<file path="src/rtl/mult_pkg.sv">
// Shared types and sizing helpers for the shift-and-add multiplier.
package mult_pkg;
    localparam int N_DEF = 4;

    typedef enum logic [1:0] {
        IDLE,
        TEST,
        SHIFT,
        DONE
    } state_t;

    function automatic int cnt_w(input int n);
        return $clog2(n + 1);
    endfunction

    localparam int CNT_W = cnt_w(N_DEF);
endpackage

</file>
<file path="src/rtl/mult_shift_add_caq.sv">
// C/A/Q datapath register: load, add, then right shift in priority order.
module reg_caq
    import mult_pkg::*;
#(
    parameter int N = N_DEF
) (
    input  logic         clk,
    input  logic         rst,
    input  logic         load,
    input  logic         add,
    input  logic         shift,
    input  logic [N-1:0] m,
    input  logic [N-1:0] q_in,
    output logic [N-1:0] a,
    output logic [N-1:0] q
);
    logic         c_d, c_q;
    logic [N-1:0] a_d, a_q;
    logic [N-1:0] q_d, q_q;

    always_comb begin
        c_d = c_q;
        a_d = a_q;
        q_d = q_q;
        if (load) begin
            c_d = 1'b0;
            a_d = '0;
            q_d = q_in;
        end else if (add) begin
            {c_d, a_d} = {1'b0, a_q} + {1'b0, m};
        end else if (shift) begin
            // 2N+1-bit logical right shift, zero into C
            {c_d, a_d, q_d} = {1'b0, c_q, a_q, q_q[N-1:1]};
        end
    end

    always_ff @(posedge clk) begin
        if (!rst) begin
            c_q <= 1'b0;
            a_q <= '0;
            q_q <= '0;
        end else begin
            c_q <= c_d;
            a_q <= a_d;
            q_q <= q_d;
        end
    end

    assign a = a_q;
    assign q = q_q;
endmodule

</file>
<file path="src/rtl/mult_shift_add.sv">
// Sequential unsigned shift-and-add multiplier: FSM, counter, product register.
module mult_shift_add
    import mult_pkg::*;
#(
    parameter int N = N_DEF
) (
    input  logic           clk,
    input  logic           rst,
    input  logic           start,
    input  logic [N-1:0]   multiplicando,
    input  logic [N-1:0]   multiplicador,
    output logic [2*N-1:0] produto,
    output logic           busy,
    output logic           done
);
    localparam int CW = cnt_w(N);

    state_t          state_q, state_d;
    logic [CW-1:0]   cnt_q, cnt_d;
    logic [N-1:0]    m_q, m_d;
    logic [2*N-1:0]  produto_q, produto_d;
    logic            done_q, done_d;
    logic            load, add, shift;
    logic [N-1:0]    a, q;

    always_ff @(posedge clk) begin
        if (!rst) begin
            state_q   <= IDLE;
            cnt_q     <= '0;
            m_q       <= '0;
            produto_q <= '0;
            done_q    <= 1'b0;
        end else begin
            state_q   <= state_d;
            cnt_q     <= cnt_d;
            m_q       <= m_d;
            produto_q <= produto_d;
            done_q    <= done_d;
        end
    end

    always_comb begin
        state_d = state_q;
        unique case (state_q)
            IDLE:    if (start) state_d = TEST;
            TEST:    state_d = SHIFT;
            SHIFT:   state_d = (cnt_q == CW'(1)) ? DONE : TEST;
            DONE:    state_d = IDLE;
            default: state_d = IDLE;
        endcase
    end

    always_comb begin
        load      = 1'b0;
        add       = 1'b0;
        shift     = 1'b0;
        cnt_d     = cnt_q;
        m_d       = m_q;
        produto_d = produto_q;
        done_d    = 1'b0;
        unique case (state_q)
            IDLE: begin
                if (start) begin
                    load  = 1'b1;
                    m_d   = multiplicando;
                    cnt_d = CW'(N);
                end
            end
            TEST:  add = q[0];
            SHIFT: begin
                shift = 1'b1;
                cnt_d = cnt_q - CW'(1);
            end
            DONE: begin
                // A/Q already hold the post-shift product here
                produto_d = {a, q};
                done_d    = 1'b1;
            end
            default: ;
        endcase
    end

    reg_caq #(.N(N)) u_caq (
        .clk   (clk),
        .rst   (rst),
        .load  (load),
        .add   (add),
        .shift (shift),
        .m     (m_q),
        .q_in  (multiplicador),
        .a     (a),
        .q     (q)
    );

    assign busy    = (state_q != IDLE);
    assign done    = done_q;
    assign produto = produto_q;
endmodule
</file>
<file path="config.mk">
export PLATFORM = sky130hd
export DESIGN_NAME = mult_shift_add
export DESIGN_NICKNAME = d
export VERILOG_FILES = /design/src/rtl/mult_pkg.sv /design/src/rtl/mult_shift_add_caq.sv /design/src/rtl/mult_shift_add.sv
export SDC_FILE = /design/constraint.sdc
export NUM_CORES = 1
export LEC_CHECK = 0
export CORE_UTILIZATION = 50
export DETAILED_ROUTE_END_ITERATION = 8
export GPL_TIMING_DRIVEN = 0
export PLACE_DENSITY = 0.75
export SYNTH_ARGS = -nofsm -noshare
export SYNTH_HDL_FRONTEND = slang
export SYNTH_SLANG_ARGS = --single-unit
export TNS_END_PERCENT = 100
</file>
<file path="constraint.sdc">
create_clock -name clk -period 2.93 [get_ports clk]
set_clock_uncertainty 0.05 [all_clocks]
set_input_delay 0.4395 -clock clk [delete_from_list [all_inputs] [get_ports clk]]
set_output_delay 0.4395 -clock clk [all_outputs]
set_load 0.02 [all_outputs]
</file>
After elaboration in Yosys (flattened, before gate mapping)
Index checks and enable logic that the tools add are counted.
{ "totals": {"ff_bits": 27, "input_bits": 11, "word_cells": 43} }
{ "classes": {"n_addsub": 2, "n_eq_ne": 6, "mux": 17, "bitwise_logic": 1, "n_reduce_logical": 9} }
{ "ops": {"columns": ["op", "n"], "rows": [
  ["4-bit two-way mux", 5],
  ["2-bit one-hot mux with 4 select lines", 1],
  ["2-bit nonzero test", 4],
  ["1-bit two-way mux", 7],
  ["3-bit one-hot mux with 2 select lines", 1],
  ["2-bit AND reduction", 3],
  ["4-bit by 4-bit adder with 5-bit output", 1],
  ["2-bit == test (second input constant)", 2],
  ["2-bit two-way mux", 2],
  ["2-bit inequality test (second input constant)", 2],
  ["3-bit by 1-bit == test with 1-bit output (second input constant)", 1],
  ["3-bit two-way mux", 1],
  ["3-bit by 1-bit subtractor with 3-bit output (second input constant)", 1],
  ["2-bit by 1-bit == test with 1-bit output (second input constant)", 1],
  ["2-bit logical NOT", 1],
  ["2-bit OR reduction", 1],
  ["1-bit inverter", 1]
]} }

Logic depth before layout (Yosys ltp)
Gate-level depths: netlist (run 1).
{ "logic_depth": {"word_depth": 5, "mapped_depth": 5} }

Hierarchy
Synthesis (run 1) repeated with hierarchy kept, for this count alone.
{ "hier_totals": {"hier_cells": 137, "hier_area_um2": 1377.6} }
{ "modules_own_cells": {"columns": ["module", "instances", "cells_per_inst", "area_per_inst_um2", "seq_area_each_um2"], "rows": [
  ["mult_shift_add", 1, 83, 815.8, 360.3],
  ["reg_caq", 1, 54, 561.8, 180.2]
]} }

Worst setup path after synthesis (run 1)
OpenSTA, ideal clock, no wires.
{ "synth_timing": {"path_type": "flip-flop to flip-flop", "startpoint": "reg u_caq.a_q[0] (netlist: u_caq.a[0])", "endpoint": "reg u_caq.c_q", "setup_ns": 0.133, "arrival_time_ns": 1.310, "slack_ns": 1.437, "stages_incl_launch_ff": 6, "n_path_buf": 0, "period_less_slack_ns": 1.493, "cell_sequence": "dfxtp_1 -> ha_1 -> fa_1 -> a21o_1 -> a21oi_1 -> a2111oi_2"} }
{ "synth_via": {"elab_chain_len": 2} }
{ "synth_rtl": {"columns": ["element", "line_no", "source"], "rows": [
  ["start: declaration", "mult_shift_add_caq.sv:18", "logic [N-1:0] a_d, a_q;"],
  ["start signal: assignment", "mult_shift_add_caq.sv:40", "a_q <= '0;"],
  ["start signal: assignment", "mult_shift_add_caq.sv:44", "a_q <= a_d;"],
  ["4-bit by 4-bit adder with 5-bit output", "mult_shift_add_caq.sv:30", "{c_d, a_d} = {1'b0, a_q} + {1'b0, m};"],
  ["1-bit two-way mux", "mult_shift_add_caq.sv:29", "end else if (add) begin"],
  ["end signal: assignment", "mult_shift_add_caq.sv:39", "c_q <= 1'b0;"],
  ["end signal: assignment", "mult_shift_add_caq.sv:43", "c_q <= c_d;"],
  ["end: declaration", "mult_shift_add_caq.sv:17", "logic c_d, c_q;"]
]} }
Every way passes these cells.
A chain may end at the register's enable or synchronous reset.

Final worst setup path (run 1)
{ "layout_timing": {"startpoint": "reg state_q[0]", "endpoint": "out busy"} }
{ "layout_via": {"elab_chain_len": 1} }
{ "layout_rtl": {"columns": ["element", "line_no", "source"], "rows": [
  ["start: declaration", "mult_shift_add.sv:18", "state_t state_q, state_d;"],
  ["start signal: assignment", "mult_shift_add.sv:34", "state_q <= state_d;"],
  ["2-bit nonzero test", "mult_shift_add.sv:95", "assign busy = (state_q != IDLE);"],
  ["end: declaration", "mult_shift_add.sv:13", "output logic busy,"]
]} }
Every way passes these cells.

==> qor.yml, run 1 <==
finish:
  seq_area_um2: 540.5
  final_cells: 185
  drive_gt1_share_pct: 5.732
  final_cell_mix: "27 x dfxtp_1, 20 x clkdlybuf4s50_1, 15 x nand2_1, 10 x a21oi_1"
  final_common_cell: "dfxtp_1"
  area_delta_synth_final_pct: 21.06
  num_antenna_cells: 0
  finish.utilization_pct: 66.36
  fill_cells: 191
  nNetsFinal: 176
  multi_input_area_um2: 653.1
detailed_routing:
  routed_wl_um: 2345
  wl_per_cell_um: 12.68
  drc: 0
  first_iter_violations: 12
  vias: 994
  ant_nets: 0
  via_per_inst: 5.373
  drt_pass1_iterations: 4
grt:
  grt_max_degree: 16
  grt_pass1_vias: 1039
  overflow: 0
  antenna_found_initial: 0
  track_usage_pct: 20.96
  grt_first_pass_wirelength_um: 4215
pwr:
  leakagePower_nw: 0.5936
  ir_worst_vdd_mv: 0.4083
  powerDensity_nw_per_um2: 431.4
  power_mw: 0.6514
setup_path:
  endpoint_kind: "primary output"
  critical_path_peak_fanout: 6
  worst_setup_path_start_kind: "register"
  path_class: "register to primary output"
  required_ps: 2440
  critPathArrivalTime_ps: 1630
cts:
  clockBufferDepth: 2
  cts_hold_buffers: 0
  cts_root_buffer: "clkbuf_4"
  cts_max_level: 1
  cts.sink_count: 27
  cts_tree: "yes"
  cts_buffers: 3
  post_cts_buffers: 0
  cts.reportedPaths.clkPinSlew_ps: 150
  ctsResizeCount: 0
  clk_latency_ps: 330
sta:
  totalNegativeSetupSlack_ps: 0
  worstMarginPinSlew_ps: 426.9
  max_freq_mhz: 470.9
  slew_violations: 0
  fin_crit_sh_pct: 72.48
  final.min_clock_period_ps: 2124
  rsz0062_at_grt: "false"
  setup_viol: 0
  slew_headroom_pct: 71.35
  finalHoldViolCount: 0
  hold_slack_ps: 426.4
floorplanning:
  io_pins: 21
  die_w_um: 51.95
  dieHeight_um: 51.95
  dieArea_um2: 2699
  core_um2: 2276
  rows: 17
  initial_utilization_pct: 54.81
yosys:
  yosysWarnings: 0
  yosysSeqAreaShare_pct: 43.33
  synth_cell_types: 34
  synth.cell_area_um2: 1247
  syn_nets: 151
  synth-seq-cells: 27
  avgSynthCellArea_um2: 9.379
  syn_inst: 133
placed_design:
  dp_hpwl_um: 1815
  gp_congestion: 0.8282
  dp_cells: 181
  port_buffers: 20
outcome:
  run_status: "complete, no violations"
run:
  maxCapViolations: 0
min_path:
  min_path_type: "register to register"
[logic make-up after synthesis]
| kind of cell | count (synthesis) | synth area share [%] |
|---|---|---|
| xor+xnor | 2 | 1.404 |
| buf+inv | 11 | 4.313 |
| mux | 8 | 6.420 |
| simple gates | 45 | 19.26 |
| flops | 27 | 43.33 |
| compound gates | 33 | 17.65 |
| fa+ha+maj | 7 | 7.623 |
[registers in the layout, summed over array words and instances, names as in the netlist]
name,cells
m_q,4
u_caq.q,4
cnt_q,3
done,1
produto,8
u_caq.a,4
state_q,2
u_caq.c_q,1
[synth_stat cells]
cell type   n  area share (%)
fa_1        1             1.6
nor2_1      4             1.2
and3b_1     1            0.70
nor3_1      1            0.40
and3_1      1            0.50
a21oi_1    10             4.0
nor2_8      1             1.6
inv_1       3            0.90
a32o_1      1            0.80
o21ai_1     1            0.40
nand3_1     9             3.6
clkbuf_1    5             1.5
buf_6       1            0.90
nand2_1    15             4.5
xnor2_1     1            0.70
xor2_1      1            0.70
a2111oi_2   1             1.2
a22oi_1     3             1.8
nand3b_1    1            0.60
dfxtp_1    27              43
buf_4       1            0.60
o21ai_0     5             2.0
ha_1        6             6.0
a21boi_0    9             5.4
and2_1      2             1.0
mux2i_1     8             6.4
o211a_1     1            0.80
or2_1       1            0.50
buf_2       1            0.40
nand2b_1    3             1.5
nor2b_1     5             2.5
o21a_1      1            0.60
nor3b_1     1            0.60
a21o_1      1            0.60
[metal layers]
metal	vias to the layer above	GRT usage (%)	wire length, um
met5	-	0	0
met3	2	7.018	81
met4	0	4.505	14
li1	506	-	-
met2	20	37.82	1146
met1	466	23.51	1102
[report_power, final]
part           total [mW]  switching, mW  internal, mW  leakage [nW]
logic              0.0954         0.0474        0.0480         0.356
clock network       0.162          0.111        0.0513        0.0177
registers           0.394         0.0115         0.382         0.220
total               0.651          0.170         0.481         0.594
[stage by stage]
step / setup WS [ps] / instance area [um2]
after CTS: 791.8 / 1510
after global routing: 715.2 / 1510
after floorplan: 1437 / 1247
final: 806.3 / 1510
after global placement: 1133 / 1483
after detailed placement: 1133 / 1483
[critical path, cell delays in order (launching register included)]
cell and delay [ps]:
dfxtp_1 440, or2_1 150, buf_6 120, clkdlybuf4s50_1 600
[area by class of cell]
class | count | area share (%)
flip-flops and latches | 27 | 35.79
clock inverters | 1 | 0.3314
multi-input cells | 95 | 43.25
inverters | 3 | 0.7456
repair buffers | 20 | 13.26
well taps | 28 | 2.320
clock buffers | 3 | 1.491
plain buffers | 8 | 2.817
[final timing paths]
check | from | end | slack [ps] | cells after the start
worst max-delay path | state_q[0] | busy | 810 | 3
worst min-delay path | produto[4] | produto[4] | 430 | 2
worst max register to register | u_caq.a[0] | u_caq.c_q | 1300 | 5
worst min register to register | produto[4] | produto[4] | 430 | 2
No activity file was read; power rests on OpenSTA's default activity.
==> run 2: changes to the inputs <==
Settings changed: CORE_UTILIZATION 50 to 46, PLACE_DENSITY 0.75 to 0.72.
Clock period 2.93 ns to 1.8 ns, I/O delays scaled along.
==> run 2 against run 1 <==
Effect of this change:
- via count increased by 3.4%
- total power rose by 63%
- cell count up 1.1%
- utilization is 6.4 points lower
==> qor.yml, run 2 (synthesis gave the netlist of run 1 again) <==
floorplanning:
  io_pins: 21
  rows: 18
  dieArea_um2: 2924
  die_w_um: 54.08
  core_um2: 2522
  dieHeight_um: 54.08
  initial_utilization_pct: 49.45
setup_path:
  endpoint_kind: "primary output"
  r2r_start: "u_caq.a[0]"
  path_class: "register to primary output"
  required_ps: 1480
  rrSetupSlack_ps: 210
  critPathArrivalTime_ps: 1400
  critical_path_peak_fanout: 6
  worst_setup_path_start_kind: "register"
  reg2reg_to: "u_caq.c_q"
  r2r_cells: 5
detailed_routing:
  vias: 1028
  via_per_inst: 5.497
  ant_nets: 0
  routed_wl_um: 2436
  first_iter_violations: 12
  drc: 0
  drt_pass1_iterations: 4
  wl_per_cell_um: 13.03
grt:
  track_usage_pct: 19.92
  overflow: 0
  grt_max_degree: 16
  antenna_found_initial: 0
  grt_pass1_vias: 901
  grt_use_met1_pct: 24.96
  use_met2_pct: 32.51
  busiest_layer: "met2"
  grt_first_pass_wirelength_um: 4043
  grt_util_met3_pct: 5.085
min_path:
  min_path_type: "register to register"
  hp-start: "produto[7]"
  whs_endpoint: "produto[7]"
  hold_depth: 2
finish:
  area_delta_synth_final_pct: 21.16
  num_antenna_cells: 0
  largest_register_ffs: 8
  final_common_cell: "dfxtp_1"
  drive_gt1_share_pct: 5.732
  final_cells: 187
  final_cell_mix: "27 x dfxtp_1, 19 x clkdlybuf4s50_1, 15 x nand2_1, 10 x a21oi_1"
  finish.instance_area_um2: 1511
  nNetsFinal: 176
pwr:
  ir_worst_vdd_mv: 0.5534
  power_mw: 1.062
  powerDensity_nw_per_um2: 702.8
  leakagePower_nw: 0.5964
cts:
  post_cts_buffers: 0
  cts_root_buffer: "clkbuf_4"
  cts.sink_count: 27
  cts.reportedPaths.clkPinSlew_ps: 150
  cts_buffers: 3
  cts_max_level: 1
  cts_hold_buffers: 0
  clockBufferDepth: 2
  ctsResizeCount: 1
  clk_latency_ps: 330
  cts_tree: "yes"
sta:
  hold_slack_ps: 429.6
  finalHoldViolCount: 0
  rsz0062_at_grt: "false"
  totalNegativeSetupSlack_ps: 0
  final.min_clock_period_ps: 1716
  slew_headroom_pct: 71.18
  worstMarginPinSlew_ps: 429.4
  max_freq_mhz: 582.7
  fin_crit_sh_pct: 95.34
  setup_viol: 0
  slew_violations: 0
placed_design:
  port_buffers: 20
  dp_hpwl_um: 1835
  placed_area_um2: 1485
  gp_congestion: 0.7633
  dp_cells: 183
run:
  maxCapViolations: 0
outcome:
  run_status: "complete, no violations"
[run 2: worst max-delay path by stage]
stage / startpoint / end / slack, ps
detailed placement: start / u_caq.q[3] / 110
CTS: state_q[0] / busy / 80
floorplan: u_caq.a[0] / u_caq.c_q / 310
global route: state_q[0] / busy / 20
global placement: start / u_caq.q[3] / 150
finish: state_q[0] / busy / 80
[run 2: where the power goes]
group	internal (mW)	leakage, nW	switching, mW
Sequential	0.622	0.220	0.0191
Combinational	0.0763	0.359	0.0762
Clock	0.0835	0.0177	0.185
[run 2: layer usage]
metal / routed length, um / vias to the layer above / part of all wire [%]
li1: - / 511 / -
met3: 78 / 4 / 3.2
met4: 36 / 0 / 1.5
met5: 0 / - / 0
met2: 1183 / 16 / 49
met1: 1138 / 497 / 47
[run 2: area by class of cell]
cell class | count | area [um2]
buffer | 8 | 42.54
clock buffer | 3 | 22.52
clock inverter | 1 | 5.005
fill | 248 | 1011
inverter | 3 | 11.26
multi-input combinational | 95 | 653.1
sequential | 27 | 540.5
tap | 30 | 37.54
timing repair buffer | 20 | 198.9
[run 2: per-stage QoR]
step / worst slack, ps / utilization [%]
2_1_floorplan: 307.0 / -
3_3_place_gp: 148.2 / 58.88
3_5_place_dp: 106.3 / 58.88
4_1_cts: 75.47 / 59.92
5_1_grt: 19.38 / 59.92
6_report: 83.94 / 59.92
[run 2: critical path: stages (launching register included)]
cell	delay, ps
dfxtp_1	380
or2_1	240
buf_6	130
dlygate4sd2_1	310
==> RTL change 1: new RTL, settings of run 2 <==
Reset style: asynchronous (`rst`), changed in 2 clocked blocks.
--- a/src/rtl/mult_shift_add_caq.sv
+++ b/src/rtl/mult_shift_add_caq.sv
@@ -34,7 +34,7 @@
         end
     end
 
-    always_ff @(posedge clk) begin
+    always_ff @(posedge clk or negedge rst) begin
         if (!rst) begin
             c_q <= 1'b0;
             a_q <= '0;
--- a/src/rtl/mult_shift_add.sv
+++ b/src/rtl/mult_shift_add.sv
@@ -23,7 +23,7 @@
     logic            load, add, shift;
     logic [N-1:0]    a, q;
 
-    always_ff @(posedge clk) begin
+    always_ff @(posedge clk or negedge rst) begin
         if (!rst) begin
             state_q   <= IDLE;
             cnt_q     <= '0;
Formal check against the unedited RTL: differs if rst is asserted again (counterexample within 4 cycles, from zero or initial values and one cycle with rst low); with rst held inactive, the same outputs for 10 cycles.
==> RTL change 1 against run 2 <==
- global-route usage is 1.2 points lower
- wire length is 5.8% lower
- worst setup slack better by 0.039 ns
- sequential cell count stayed put
- highest routed layer unchanged
- area after synthesis is 1.5% higher
- final area is 3.4% higher
Power is not compared: it rests on default switching activity, and its combinational part moved more than twofold at a synthesized area within 25%.
==> RTL change 1: results (changes against run 2) <==
- The flow ran to the end, and the final reports show no timing, DRC or antenna violations.
- The post-detailed-placement half-perimeter wirelength is 1630 microns (-11%).
- The multi-input logic area came to 552 sq um (-16%).
- The share of synthesized cell area in full adder, half adder and majority cells is 7.51% (-0.11 points).
- The cell area after technology mapping was 0.00127 sq mm (+1.5%).
- The routed wire length is 2300 microns (-5.8%).
- The delay of the slowest cell on the worst path is 0.40 ns (+0.02 ns).
- The pin count of the biggest net entering global routing is 28 (+12).
- The mean post-synth cell area is 12.4 sq um (+32%).
- The worst slack at placement is 0.0102 ns (-0.0961 ns).
- The weighted congestion at the end of routability-driven global placement is 0.744 (-2.6%).
- The largest individual stage delay along the critical path comes from the cell sky130_fd_sc_hd__dfrtp_1.
- The fraction of layout cells with a size suffix above 1 is 26.2% (+20 points).
- The vias per cell is 5.37 (-2.3%).
- The total instance count after detailed placement is 152 (-17%).
- The maximum fanout along the worst path is 10 (+4).
- Broken down by cell family, the worst path's largest delay share belongs to flip-flops.
- The fraction of synthesized area in multiplexers is 11.9% (+5.4 points).
- The met3 routed wirelength is 71 microns (-9.0%).
- The worst path arrival time came to 1.36 ns (-0.04 ns).
- The share of synthesized area occupied by flip-flops and latches came to 53.4% (+10 points).
- The post-synthesis async set-or-reset flop share is 100% (+100 points).
- The endpoint of the worst register-to-register path is u_caq.c_q.
- The post-synthesis cell type count came to 28 (-18%).
- After synthesis, the cell types taking the most area are sky130_fd_sc_hd__dfrtp_1 53%, sky130_fd_sc_hd__mux2_2 7.1%, sky130_fd_sc_hd__ha_1 5.9%, sky130_fd_sc_hd__mux2_4 4.7%, sky130_fd_sc_hd__o21ai_0 4.3%.
- The post-synthesis xor/xnor area fraction is 1.38% (-0.021 points).
- The clock network area share was 1.92% (+0.10 points).
- The met1 routed wirelength after detailed routing is 1040 microns (-8.3%).
- The non-clock buffer total of the final layout is 27 (-3.6%).
- The count of instances resized after the clock tree is built came to 3 (+2).
- The DRC marker count from the first detailed-route iteration is 13 (+1).
- The worst max-slew margin expressed relative to the limit is 60.3% (-11 points).
- The area taken by flip-flops and latches was 676 sq um (+25%).
- The type of the tightest min-delay check is in2async.
- The utilization after layout is 61.4% (+1.5 points).
- By count the netlist is led by 27 x sky130_fd_sc_hd__dfrtp_1, 11 x sky130_fd_sc_hd__o21ai_0, 10 x sky130_fd_sc_hd__nand2_1.
- The portion of the layout cell area used by non-clock buffers was 15.9% (-0.044 points).
- The global routing met1 resource utilization came to 21.9% (-3.1 points).
- The met2 global-route usage is 33.5% (+1.0 points).
- The layout inverter count without the clock tree is 5 (+2).
- The multi-input gate count is 67 (-29%).
- The cell count of the worst reg-to-reg path was 6 (+1).
- The post-placement cell area came to 0.00150 sq mm (+1.3%).
- The startpoint of the worst register-to-register path is u_caq.a[0].
- The met3 usage in global routing is 5.83% (+0.75 points).
- The via count of the first global-routing pass came to 872 (-3.2%).
- The number of fillers in the final layout is 213 (-14%).
- The buffers inserted during post-CTS setup optimization was 1 (+1).
- The met2 routed wirelength is 1160 microns (-1.6%).
- The total track usage came to 18.8% (-1.2 points).
==> RTL change 1: cell types whose count changed after synthesis, moves of 5 or more <==
cell and change:
sky130_fd_sc_hd__dfrtp_1 +27, sky130_fd_sc_hd__mux2i_1 -8, sky130_fd_sc_hd__a21boi_0 -9, sky130_fd_sc_hd__a21oi_1 -6, sky130_fd_sc_hd__clkbuf_1 -5, sky130_fd_sc_hd__dfxtp_1 -27, sky130_fd_sc_hd__nand2_1 -5, sky130_fd_sc_hd__nand3_1 -9
sky130_fd_sc_hd__o21ai_0 +6, sky130_fd_sc_hd__mux2_2 +8
==> RTL change 1: worst max-delay path by stage <==
stage	depth (start not counted)	slack, ns	to	start
global placement	5	0.01	m_q[3]	start
detailed placement	5	0.01	m_q[1]	start
global route	6	0.04	u_caq.c_q	u_caq.a[0]
finish	3	0.12	busy	state_q[1]
CTS	3	0.009	busy	state_q[1]
floorplan	6	0.26	u_caq.c_q	u_caq.a[0]
==> RTL change 2: new RTL, flow settings as in run 2 <==
Without the edit above. Set the package constant `N_DEF` to 8 (it was 4).
--- a/src/rtl/mult_pkg.sv
+++ b/src/rtl/mult_pkg.sv
@@ -1,6 +1,6 @@
 // Shared types and sizing helpers for the shift-and-add multiplier.
 package mult_pkg;
-    localparam int N_DEF = 4;
+    localparam int N_DEF = 8;
 
     typedef enum logic [1:0] {
         IDLE,
Interface: changed (resized multiplicador, multiplicando and produto); port bits go from 21 to 37. No check against the original RTL was run, so the function may have changed too.
==> RTL change 2 against run 2 <==
- worst setup slack worse by 0.0054 ns
- area after synthesis increased by 91%
- first-iteration DRC count rose to 8.5 times the old value
- sequential cell count rose by 21
- final cell count is 110% higher
- final area rose by 98%
- sequential share of layout area fell by 3.6 points
- fmax is 0.31% lower
- total power grew 110%
- sequential power is 76% higher
- wire length rose by 110%
- global-route usage rose by 1.1 points
- via count grew 98%
- synthesized cell count up 110%
- largest cell class unchanged
==> RTL change 2: results (changes against run 2) <==
- The routed length per placed instance came to 13.1 microns (+0.72%).
- The post-placement cell area is 0.00282 sq mm (+90%).
- The number of flip-flops in the largest register is 16 (+8).
- The met2 global-route usage is 32.9% (+0.42 points).
- The power per unit of standard cell area was 760 mW/mm^2 (+8.1%).
- The weighted congestion at the end of routability-driven global placement is 0.838 (+9.8%).
- The fraction of the mapped netlist area in compound gates is 23.0% (+5.3 points).
- The DRC marker count from the first detailed-route iteration was 102 (+90).
- The non-clock buffer total of the final layout is 54 (+93%).
- Sorting the synthesized cells by how often they occur yields 77 x sky130_fd_sc_hd__nand2_1, 48 x sky130_fd_sc_hd__dfxtp_1, 24 x sky130_fd_sc_hd__a21boi_0.
- The worst vdd rail ir drop is 0.356 mV (-36%).
- The post-synthesis cell type count is 46 (+35%).
- The transition time at the pin with the least slew margin is 0.492 ns (+0.0625 ns).
- The share of synthesized cell area in full adder, half adder and majority cells is 6.10% (-1.5 points).
- The share of synthesized area occupied by flip-flops and latches is 40.4% (-3.0 points).
- The total of clock buffers placed in the layout is 7 (+4).
- The clock edge transition at the registers on the reported setup and hold paths was 0.09 ns (-0.06 ns).
- The worst slack at placement is -0.151 ns (-0.257 ns).
- The post-synthesis xor/xnor area fraction is 0.368% (-1.0 points).
- The global routing met1 resource utilization is 28.4% (+3.4 points).
- The static leakage came to 1.21 nW (+100%).
- The count of vias placed by the detailed router is 2034 (+98%).
- The multi-input gate count is 209 (+120%).
- The flow ran to the end, and the final reports show no timing, DRC or antenna violations.
- The final net count is 354 (+100%).
- The delay of the slowest cell on the worst path is 0.34 ns (-0.04 ns).
- The number of clock buffers inserted by TritonCTS is 5 (+2).
RTL change 2: changes by cell type after synthesis, moves of 6 or more:
cell and change:
sky130_fd_sc_hd__a21boi_0 +15, sky130_fd_sc_hd__o211a_1 +9, sky130_fd_sc_hd__mux2i_1 -8, sky130_fd_sc_hd__dfxtp_1 +21, sky130_fd_sc_hd__nand2_1 +62, sky130_fd_sc_hd__nor2_1 +6
RTL change 2: path summary, 6_finish.rpt:
path / end / cells after the start / start
worst max-delay path: busy / 3 / state_q[0]
worst min-delay path: produto[8] / 2 / produto[8]
worst max register to register: u_caq.c_q / 7 / u_caq.a[0]
worst min register to register: produto[8] / 2 / produto[8]
RTL change 2: repair_timing:
| action | CTS | global route |
|---|---|---|
| resized for setup | 5 | 7 |
| pin swaps | 1 | 2 |
| endpoints found under the setup margin | 5 | 6 |
| setup buffers | 1 | 0 |
RTL change 2: metal layers:
layer,vias to the layer above,part of all wire [%]
li1,1051,-
met1,938,50
met3,4,4.1
met2,41,45
met5,-,0
met4,0,1.1
